===== config.mk =====
export PLATFORM = sky130hd
export DESIGN_NAME = mac_result_fifo
export DESIGN_NICKNAME = d
export VERILOG_FILES = /design/src/rtl/mac_pkg.sv /design/src/rtl/mac_fifo_ram.sv /design/src/rtl/mac_result_fifo.sv
export SDC_FILE = /design/constraint.sdc
export NUM_CORES = 1
export LEC_CHECK = 0
export BUFFER_PORTS_ARGS = -buffer_cell sky130_fd_sc_hd__buf_2
export CAP_MARGIN = 20
export CORE_UTILIZATION = 47
export DETAILED_ROUTE_END_ITERATION = 16
export GPL_TIMING_DRIVEN = 1
export PLACE_DENSITY = 0.65
export SYNTH_ARGS = -nofsm -noshare
export SYNTH_HDL_FRONTEND = slang
export SYNTH_HIERARCHICAL = 1
export SYNTH_SLANG_ARGS = --single-unit

===== constraint.sdc =====
create_clock -name clk -period 3.4 [get_ports clk]
set_clock_uncertainty 0.2 [all_clocks]
set_input_delay 0.68 -clock clk [delete_from_list [all_inputs] [get_ports clk]]
set_output_delay 0.68 -clock clk [all_outputs]
set_load 0.005 [all_outputs]

===== src/rtl/mac_pkg.sv =====
// Shared types for the MAC stage, its result FIFO and its property module.
package mac_pkg;

  localparam int MAC_DATA_W = 32;

  typedef logic [MAC_DATA_W-1:0] mac_word_t;

endpackage


===== src/rtl/mac_fifo_ram.sv =====
// Storage array for the MAC result FIFO: one synchronous write port, one
// asynchronous read port, deliberately without reset.
module mac_fifo_ram
  import mac_pkg::*;
#(
  parameter int DEPTH  = 8,
  parameter int DATA_W = MAC_DATA_W,
  parameter int ADDR_W = $clog2(DEPTH)
) (
  input  logic              clk,
  input  logic              i_wrEn,
  input  logic [ADDR_W-1:0] i_wrAddr,
  input  logic [DATA_W-1:0] i_wrData,
  input  logic [ADDR_W-1:0] i_rdAddr,
  output logic [DATA_W-1:0] o_rdData
);

  logic [DATA_W-1:0] r_mem [DEPTH];

  always_ff @(posedge clk) begin
    if (i_wrEn) r_mem[i_wrAddr] <= i_wrData;
  end

  assign o_rdData = r_mem[i_rdAddr];

endmodule


===== src/rtl/mac_result_fifo.sv =====
// First-word-fall-through buffer for MAC results with sticky overflow detection.
// Define MAC_FIFO_DROPCNT_EN to add a saturating 16-bit dropped-result counter.
module mac_result_fifo
  import mac_pkg::*;
#(
  parameter int DEPTH  = 8,
  parameter int DATA_W = MAC_DATA_W
) (
  input  logic                     clk,
  input  logic                     rst,
  input  logic                     in_valid,
  input  logic [DATA_W-1:0]        in_data,
  output logic                     out_valid,
  input  logic                     out_ready,
  output logic [DATA_W-1:0]        out_data,
  output logic [$clog2(DEPTH):0]   count,
  output logic                     full,
  output logic                     empty,
  output logic                     overflow
`ifdef MAC_FIFO_DROPCNT_EN
  ,
  output logic [15:0]              drop_cnt
`endif
);

  localparam int ADDR_W = $clog2(DEPTH);
  localparam int CNT_W  = ADDR_W + 1;

  logic [ADDR_W-1:0] r_wrPtr;
  logic [ADDR_W-1:0] r_rdPtr;
  logic [CNT_W-1:0]  r_count;
  logic              r_overflow;
  logic              w_full;
  logic              w_empty;
  logic              w_pop;
  logic              w_push;
  logic              w_drop;

  assign w_full  = (r_count == CNT_W'(DEPTH));
  assign w_empty = (r_count == '0);
  // A pop frees a slot in the same cycle, so a full FIFO can still accept.
  assign w_pop   = !w_empty && out_ready;
  assign w_push  = in_valid && (!w_full || w_pop);
  assign w_drop  = in_valid && w_full && !w_pop;

  mac_fifo_ram #(
    .DEPTH  (DEPTH),
    .DATA_W (DATA_W),
    .ADDR_W (ADDR_W)
  ) u_ram (
    .clk      (clk),
    .i_wrEn   (w_push),
    .i_wrAddr (r_wrPtr),
    .i_wrData (in_data),
    .i_rdAddr (r_rdPtr),
    .o_rdData (out_data)
  );

  always_ff @(posedge clk or posedge rst) begin
    if (rst) begin
      r_wrPtr <= '0;
      r_rdPtr <= '0;
      r_count <= '0;
    end else begin
      if (w_push) r_wrPtr <= r_wrPtr + ADDR_W'(1);
      if (w_pop)  r_rdPtr <= r_rdPtr + ADDR_W'(1);
      if (w_push && !w_pop)      r_count <= r_count + CNT_W'(1);
      else if (w_pop && !w_push) r_count <= r_count - CNT_W'(1);
    end
  end

`ifdef MAC_FIFO_DROPCNT_EN
  logic [15:0] r_dropCnt;

  always_ff @(posedge clk or posedge rst) begin
    if (rst) begin
      r_overflow <= 1'b0;
      r_dropCnt  <= '0;
    end else if (w_drop) begin
      r_overflow <= 1'b1;
      if (r_dropCnt != 16'hFFFF) r_dropCnt <= r_dropCnt + 16'd1;
    end
  end

  assign drop_cnt = r_dropCnt;
`else
  always_ff @(posedge clk or posedge rst) begin
    if (rst)         r_overflow <= 1'b0;
    else if (w_drop) r_overflow <= 1'b1;
  end
`endif

  assign out_valid = !w_empty;
  assign count     = r_count;
  assign full      = w_full;
  assign empty     = w_empty;
  assign overflow  = r_overflow;

endmodule


==> out/metrics.cfg, run 1 <==
[floorplan]
rows = 54
chipWidth_um = 151.2
die_area_um2 = 22860
die_h_um = 151.2
coreArea_um2 = 21820
io_pins = 76
initial_core_util_pct = 47.93

[finish]
area_growth_pct = 17.38
final_common_cell = edfxtp_1
final_nets = 585
final_layout_size_suffix_gt1_share_pct = 36.41
final_cells = 844
most-common-layout-cells = 256 x edfxtp_1, 75 x buf_2, 40 x mux4_1

[synthesis]
ys_seq_elements = 267
syn_inst = 437
synth-compound-area-share_pct = 0.6340
synthAdderAreaFrac_pct = 0.7895
synth_top_family_by_area = multiplexers
syn_area_um2 = 10460
ys_warn_count = 6
synthMuxAreaShare_pct = 19.11
synthXorXnorAreaFrac_pct = 0.5024
synth_seq_area_share_pct = 76.12
synthSimpleGateAreaFrac_pct = 1.400
netlist-cell-type-count = 32
syn_nets = 479
syn_area_per_cell_um2 = 23.94

[timing]
drv_slew = 0
rsz0062_at_grt = false
finalHoldViolCount = 0
slew_headroom_pct = 42.56
min_period_ps = 3246
layout_worst_path_cycle_share_pct = 95.48
hold_ws_ps = 217.9
tightest_slew_ps = 858.8
setup_viol = 0
fin_setup_tns_ps = 0
clock.fmax_ghz = 0.3080

[cts]
clk_pin_slew_ps = 60
cts-resized-gates = 0
cts_inserted_buffers = 28
h-tree-depth = 1
clockBufferDepth = 3
cts_root_buf = clkbuf_16
cts_tree = built
clkSinkCount = 267
clk_latency_ps = 520

[routing]
drc = 0
dr_wl_met3_um = 1046
drt_iter0_drc = 265
first_pass_iters = 4
routed_wl_um = 18980
wl_per_cell_um = 22.49
wl_met1_um = 8282
highest_layer = met4
vias = 4692
wl_met2_um = 9428
final_antenna_net_count = 0
viasPerCell = 5.559

[grt]
grt_pass1_vias = 4805
grt_use_total_pct = 17.40
antenna_found_initial = 1
grt_pass1_wl_um = 28810
grt_max_degree = 55
overflow = 0

[critical_path]
crit_path_max_incr_delay_ps = 580
critPathLaunchType = register
path_cells = buf_4, mux4_1, mux2_2, buf_2
endpoint_kind = output pin
crit_buf_inv = 2
cp_max_fo = 12
critPathArrivalTime_ps = 2370
path_delay_family = multiplexers
path_class = reg2out
cp_data_required_time_ps = 2520
slowest_stage = dfrtp_4

[hold_path]
hp-class = in2reg

[power]
peakVddDrop_v = 0.0004272
p_per_area_nw_per_um2 = 837.7
leakage_uw = 0.004203

[place]
dpl.hpwl_um = 10970
numPortBuffers = 75
dp.cells = 791
place.gp.congestion = 0.6679

[run]
maxCapViolCount = 0

[status]
status = complete, no violations

## registers in the layout (all words and copies together) (netlist names)
| name | count |
|---|---|
| u_ram/r_mem | 256 |
| count | 4 |
| r_rdPtr | 3 |
| r_wrPtr | 3 |
| overflow | 1 |
## timing repair
action                                  4_1_cts  5_1_grt
endpoints found under the setup margin        9        0
endpoints found under the hold margin        11        0
setup buffers                                 1        0
hold buffers                                  1        0
## layer usage
layer,global-route usage (%),vias up
li1,-,2106
met1,24.76,2451
met2,27.97,118
met3,3.253,17
met4,4.200,0
met5,0,-
## metrics by stage
step                      total power (µW)  worst slack [ps]  utilization, %  area (µm²)
final                                10290             153.5           56.26       12280
after global routing                 10790             64.94           56.25       12280
after CTS                            10440             117.2           56.25       12280
after detailed placement              7529             454.8           52.13       11380
after global placement                7467             531.0           52.13       11380
after floorplan                       6383             462.5               -       10470
## synth_stat cells
cell | count | area [µm²]
a211o_1 | 1 | 8.760
a21o_1 | 2 | 15.01
a21oi_1 | 1 | 5.000
buf_1 | 4 | 15.01
buf_2 | 6 | 30.03
buf_6 | 7 | 78.83
clkbuf_1 | 2 | 7.510
dfrtp_1 | 11 | 275.3
edfxtp_1 | 256 | 7687
fa_1 | 1 | 20.02
ha_1 | 5 | 62.56
inv_1 | 5 | 18.77
mux2_2 | 34 | 382.9
mux2_4 | 1 | 15.01
mux2i_1 | 1 | 10.01
mux4_1 | 40 | 1051
mux4_2 | 24 | 540.5
nand2_1 | 4 | 15.01
nand2b_1 | 3 | 18.77
nand3_1 | 2 | 10.01
nand3b_1 | 2 | 15.01
nor2_1 | 7 | 26.28
nor3_1 | 2 | 10.01
o211ai_1 | 1 | 7.510
o21ai_0 | 1 | 5.000
o21ai_4 | 1 | 16.27
o221ai_1 | 1 | 8.760
or3_1 | 3 | 18.77
or4_1 | 1 | 7.510
or4_4 | 1 | 11.26
or4b_4 | 1 | 13.76
xnor2_1 | 6 | 52.55
## cell type report
type                    instances  area (µm²)
repair buffers                 95       648.1
flip-flops and latches        267        7969
fillers                      1569        9545
multi-input cells             146        2415
clock buffers                  33       740.7
clock inverters                17       133.9
well taps                     280       350.3
diodes                          1       2.502
inverters                       5       18.77
## logic make-up (layout without fill, tap and decap cells)
group           after synthesis  after routing
xor+xnor                      6              6
other cells                   0              1
mux                         100            100
buf+inv                      24            150
flops                       267            267
compound gates                8              8
fa+ha+maj                     6              6
simple gates                 26             26
## worst paths after layout
kind	startpoint	to	slack (ps)	cells past startpoint
min	in_data[8]	u_ram/r_mem[6][8]$_DFFE_PP_	220	1
max	r_rdPtr[0]$_DFFE_PP0N_	out_data[6]	150	4
min reg2reg	overflow$_DFFE_PP0P_	overflow$_DFFE_PP0P_	270	1
max reg2reg	count[1]$_DFFE_PP0P_	count[3]$_DFFE_PP0P_	460	9
max in group asynchronous	rst	r_rdPtr[0]$_DFFE_PP0N_	2190	3
min in group asynchronous	rst	count[0]$_DFFE_PP0P_	490	3
## where the power goes
part	switching (µW)	total (µW)	internal, µW
Clock	1170	2870	1700
Combinational	1340	2950	1610
Sequential	306	4460	4150
Total	2820	10300	7460
No activity file was read; power rests on OpenSTA's default activity.
==> inputs of run 2 (changes only) <==
--- a/config.mk
+++ b/config.mk
@@ -7,10 +7,10 @@
 export LEC_CHECK = 0
 export BUFFER_PORTS_ARGS = -buffer_cell sky130_fd_sc_hd__buf_2
 export CAP_MARGIN = 20
-export CORE_UTILIZATION = 47
+export CORE_UTILIZATION = 50
 export DETAILED_ROUTE_END_ITERATION = 16
 export GPL_TIMING_DRIVEN = 1
-export PLACE_DENSITY = 0.65
+export PLACE_DENSITY = 0.69
 export SYNTH_ARGS = -nofsm -noshare
 export SYNTH_HDL_FRONTEND = slang
 export SYNTH_HIERARCHICAL = 1
==> out/metrics.cfg, run 2 (synthesized netlist as in run 1, its figures left out) <==
[critical_path]
path_class = reg2out
crit_buf_inv = 2  ; unchanged
cp-startpoint = r_rdPtr[0]$_DFFE_PP0N_
endpoint_kind = output pin
slowest_stage = dfrtp_4
path_cells = buf_12, mux4_1, mux2_2, buf_2
cp_data_required_time_ps = 2520  ; about the same
critPathArrivalTime_ps = 2430  ; +60 ps
r2r-start = count[1]$_DFFE_PP0P_
cp_max_fo = 20  ; +8
reg2reg_slack_ps = 410  ; -50 ps
crit_path_max_incr_delay_ps = 640  ; +60 ps
critPathLaunchType = register
path_delay_family = multiplexers

[cts]
h-tree-depth = 1  ; unchanged
cts_inserted_buffers = 27  ; -3.6%
clk_pin_slew_ps = 60  ; about the same
clockBufferDepth = 3  ; unchanged
cts_root_buf = clkbuf_16
cts_tree = built
clk_latency_ps = 530  ; about the same
clkSinkCount = 267  ; unchanged

[grt]
overflow = 0  ; unchanged
grt_pass1_wl_um = 29190  ; +1.3%
grt_max_degree = 33  ; -40%
grt_use_total_pct = 18.36  ; +0.96 points
grt_pass1_vias = 5008  ; +4.2%
antenna_found_initial = 2  ; +1

[timing]
hold_ws_ps = 217.5  ; -0.4010 ps
tightest_slew_ps = 592.5  ; -266.3 ps
layout_worst_path_cycle_share_pct = 97.21  ; +1.7 points
min_period_ps = 3305  ; +58.81 ps
finalHoldViolCount = 0  ; unchanged
slew_headroom_pct = 60.50  ; +18 points
drv_slew = 0  ; unchanged
fin_setup_tns_ps = 0  ; unchanged
setup_viol = 0  ; unchanged
rsz0062_at_grt = false
clock.fmax_ghz = 0.3025  ; -1.8%

[power]
p_per_area_nw_per_um2 = 839.3  ; +0.19%
total_power_uw = 10270  ; -0.16%
peakVddDrop_v = 0.0004247  ; -0.58%
leakage_uw = 0.004199  ; about the same

[floorplan]
rows = 52  ; -3.7%
die_area_um2 = 21500  ; -5.9%
die_h_um = 146.6  ; -3.0%
initial_core_util_pct = 51.36  ; +3.4 points
chipWidth_um = 146.6  ; -3.0%
io_pins = 76  ; unchanged
coreArea_um2 = 20360  ; -6.7%

[place]
place.gp.congestion = 0.6856  ; +2.7%
numPortBuffers = 75  ; unchanged
dpl.hpwl_um = 10720  ; -2.3%

[run]
maxCapViolCount = 0  ; unchanged

[finish]
antenna_cells = 0  ; -1
area_growth_pct = 16.97
most-common-layout-cells = 256 x edfxtp_1, 75 x buf_2, 40 x mux4_1
final_core_util_pct = 60.08  ; +3.8 points
largest_reg_flops = 256  ; unchanged
final_layout_size_suffix_gt1_share_pct = 36.94  ; +0.53 points
final_nets = 585  ; unchanged
regMostFlops = u_ram/r_mem
final_common_cell = edfxtp_1
nFillCells = 1402  ; -11%

[routing]
routed_wl_um = 19040  ; +0.32%
drc = 0  ; unchanged
drt_iter0_drc = 304  ; +15%
viasPerCell = 5.567  ; +0.13%
first_pass_iters = 4  ; unchanged
vias = 4637  ; -1.2%
wl_met2_um = 9599  ; +1.8%
highest_layer = met5
final_antenna_net_count = 0  ; unchanged
wl_per_cell_um = 22.86  ; +1.6%
dr_wl_met3_um = 1338  ; +28%
wl_met1_um = 7745  ; -6.5%

[hold_path]
hp-class = in2reg
hp-start = in_data[26]

[status]
status = complete, no violations

-- run 2: changes by cell type in the layout (fill, tap and decap cells not counted), moves of 2 or more --
cell       before  now
buf_4           9   12
clkbuf_16      29   27
clkinv_1        8    4
clkinv_2        5    7
-- run 2: layer usage --
metal / vias to the layer above / GRT usage (%)
li1: 2095 / -
met1: 2370 / 24.50
met2: 144 / 31.16
met3: 26 / 2.938
met4: 2 / 5.833
met5: - / 0
-- run 2: timing repair --
item	in CTS	in global routing
setup buffers	1	0
hold endpoints to repair	11	0
hold buffers	1	0
resized for setup	0	0
endpoints found under the setup margin	19	0
-- run 2: final timing paths --
path | end | cells past startpoint
hold reg to reg | overflow$_DFFE_PP0P_ | 1
hold / removal | u_ram/r_mem[5][26]$_DFFE_PP_ | 1
setup reg to reg | count[3]$_DFFE_PP0P_ | 9
min in group asynchronous | count[0]$_DFFE_PP0P_ | 3
max in group asynchronous | r_rdPtr[0]$_DFFE_PP0N_ | 3
setup / recovery | out_data[23] | 4
-- run 2: power by group --
group | switching [µW] | leakage, µW | internal (µW)
Sequential | 324 | 0.00245 | 4160
Combinational | 1330 | 0.00133 | 1610
Clock | 1160 | 0.000423 | 1680
-- run 2: layout make-up --
| cell class | instances | area, µm² | share of cell area, % |
|---|---|---|---|
| clock buffers | 32 | 694.4 | 5.675 |
| clock inverters | 17 | 165.2 | 1.350 |
| inverters | 5 | 18.77 | 0.1534 |
| multi-input cells | 146 | 2415 | 19.74 |
| flip-flops and latches | 267 | 7969 | 65.13 |
| well taps | 270 | 337.8 | 2.761 |
| repair buffers | 96 | 635.6 | 5.195 |
-- run 2: stage by stage --
stage          std cells  setup slack [ps]  area (µm²)
2_1_floorplan        437             462.5       10470
4_1_cts              833             47.74       12240
5_1_grt              833             3.110       12240
3_5_place_dp         782             399.6       11350
3_3_place_gp         782             430.3       11350
6_report             833             94.72       12240
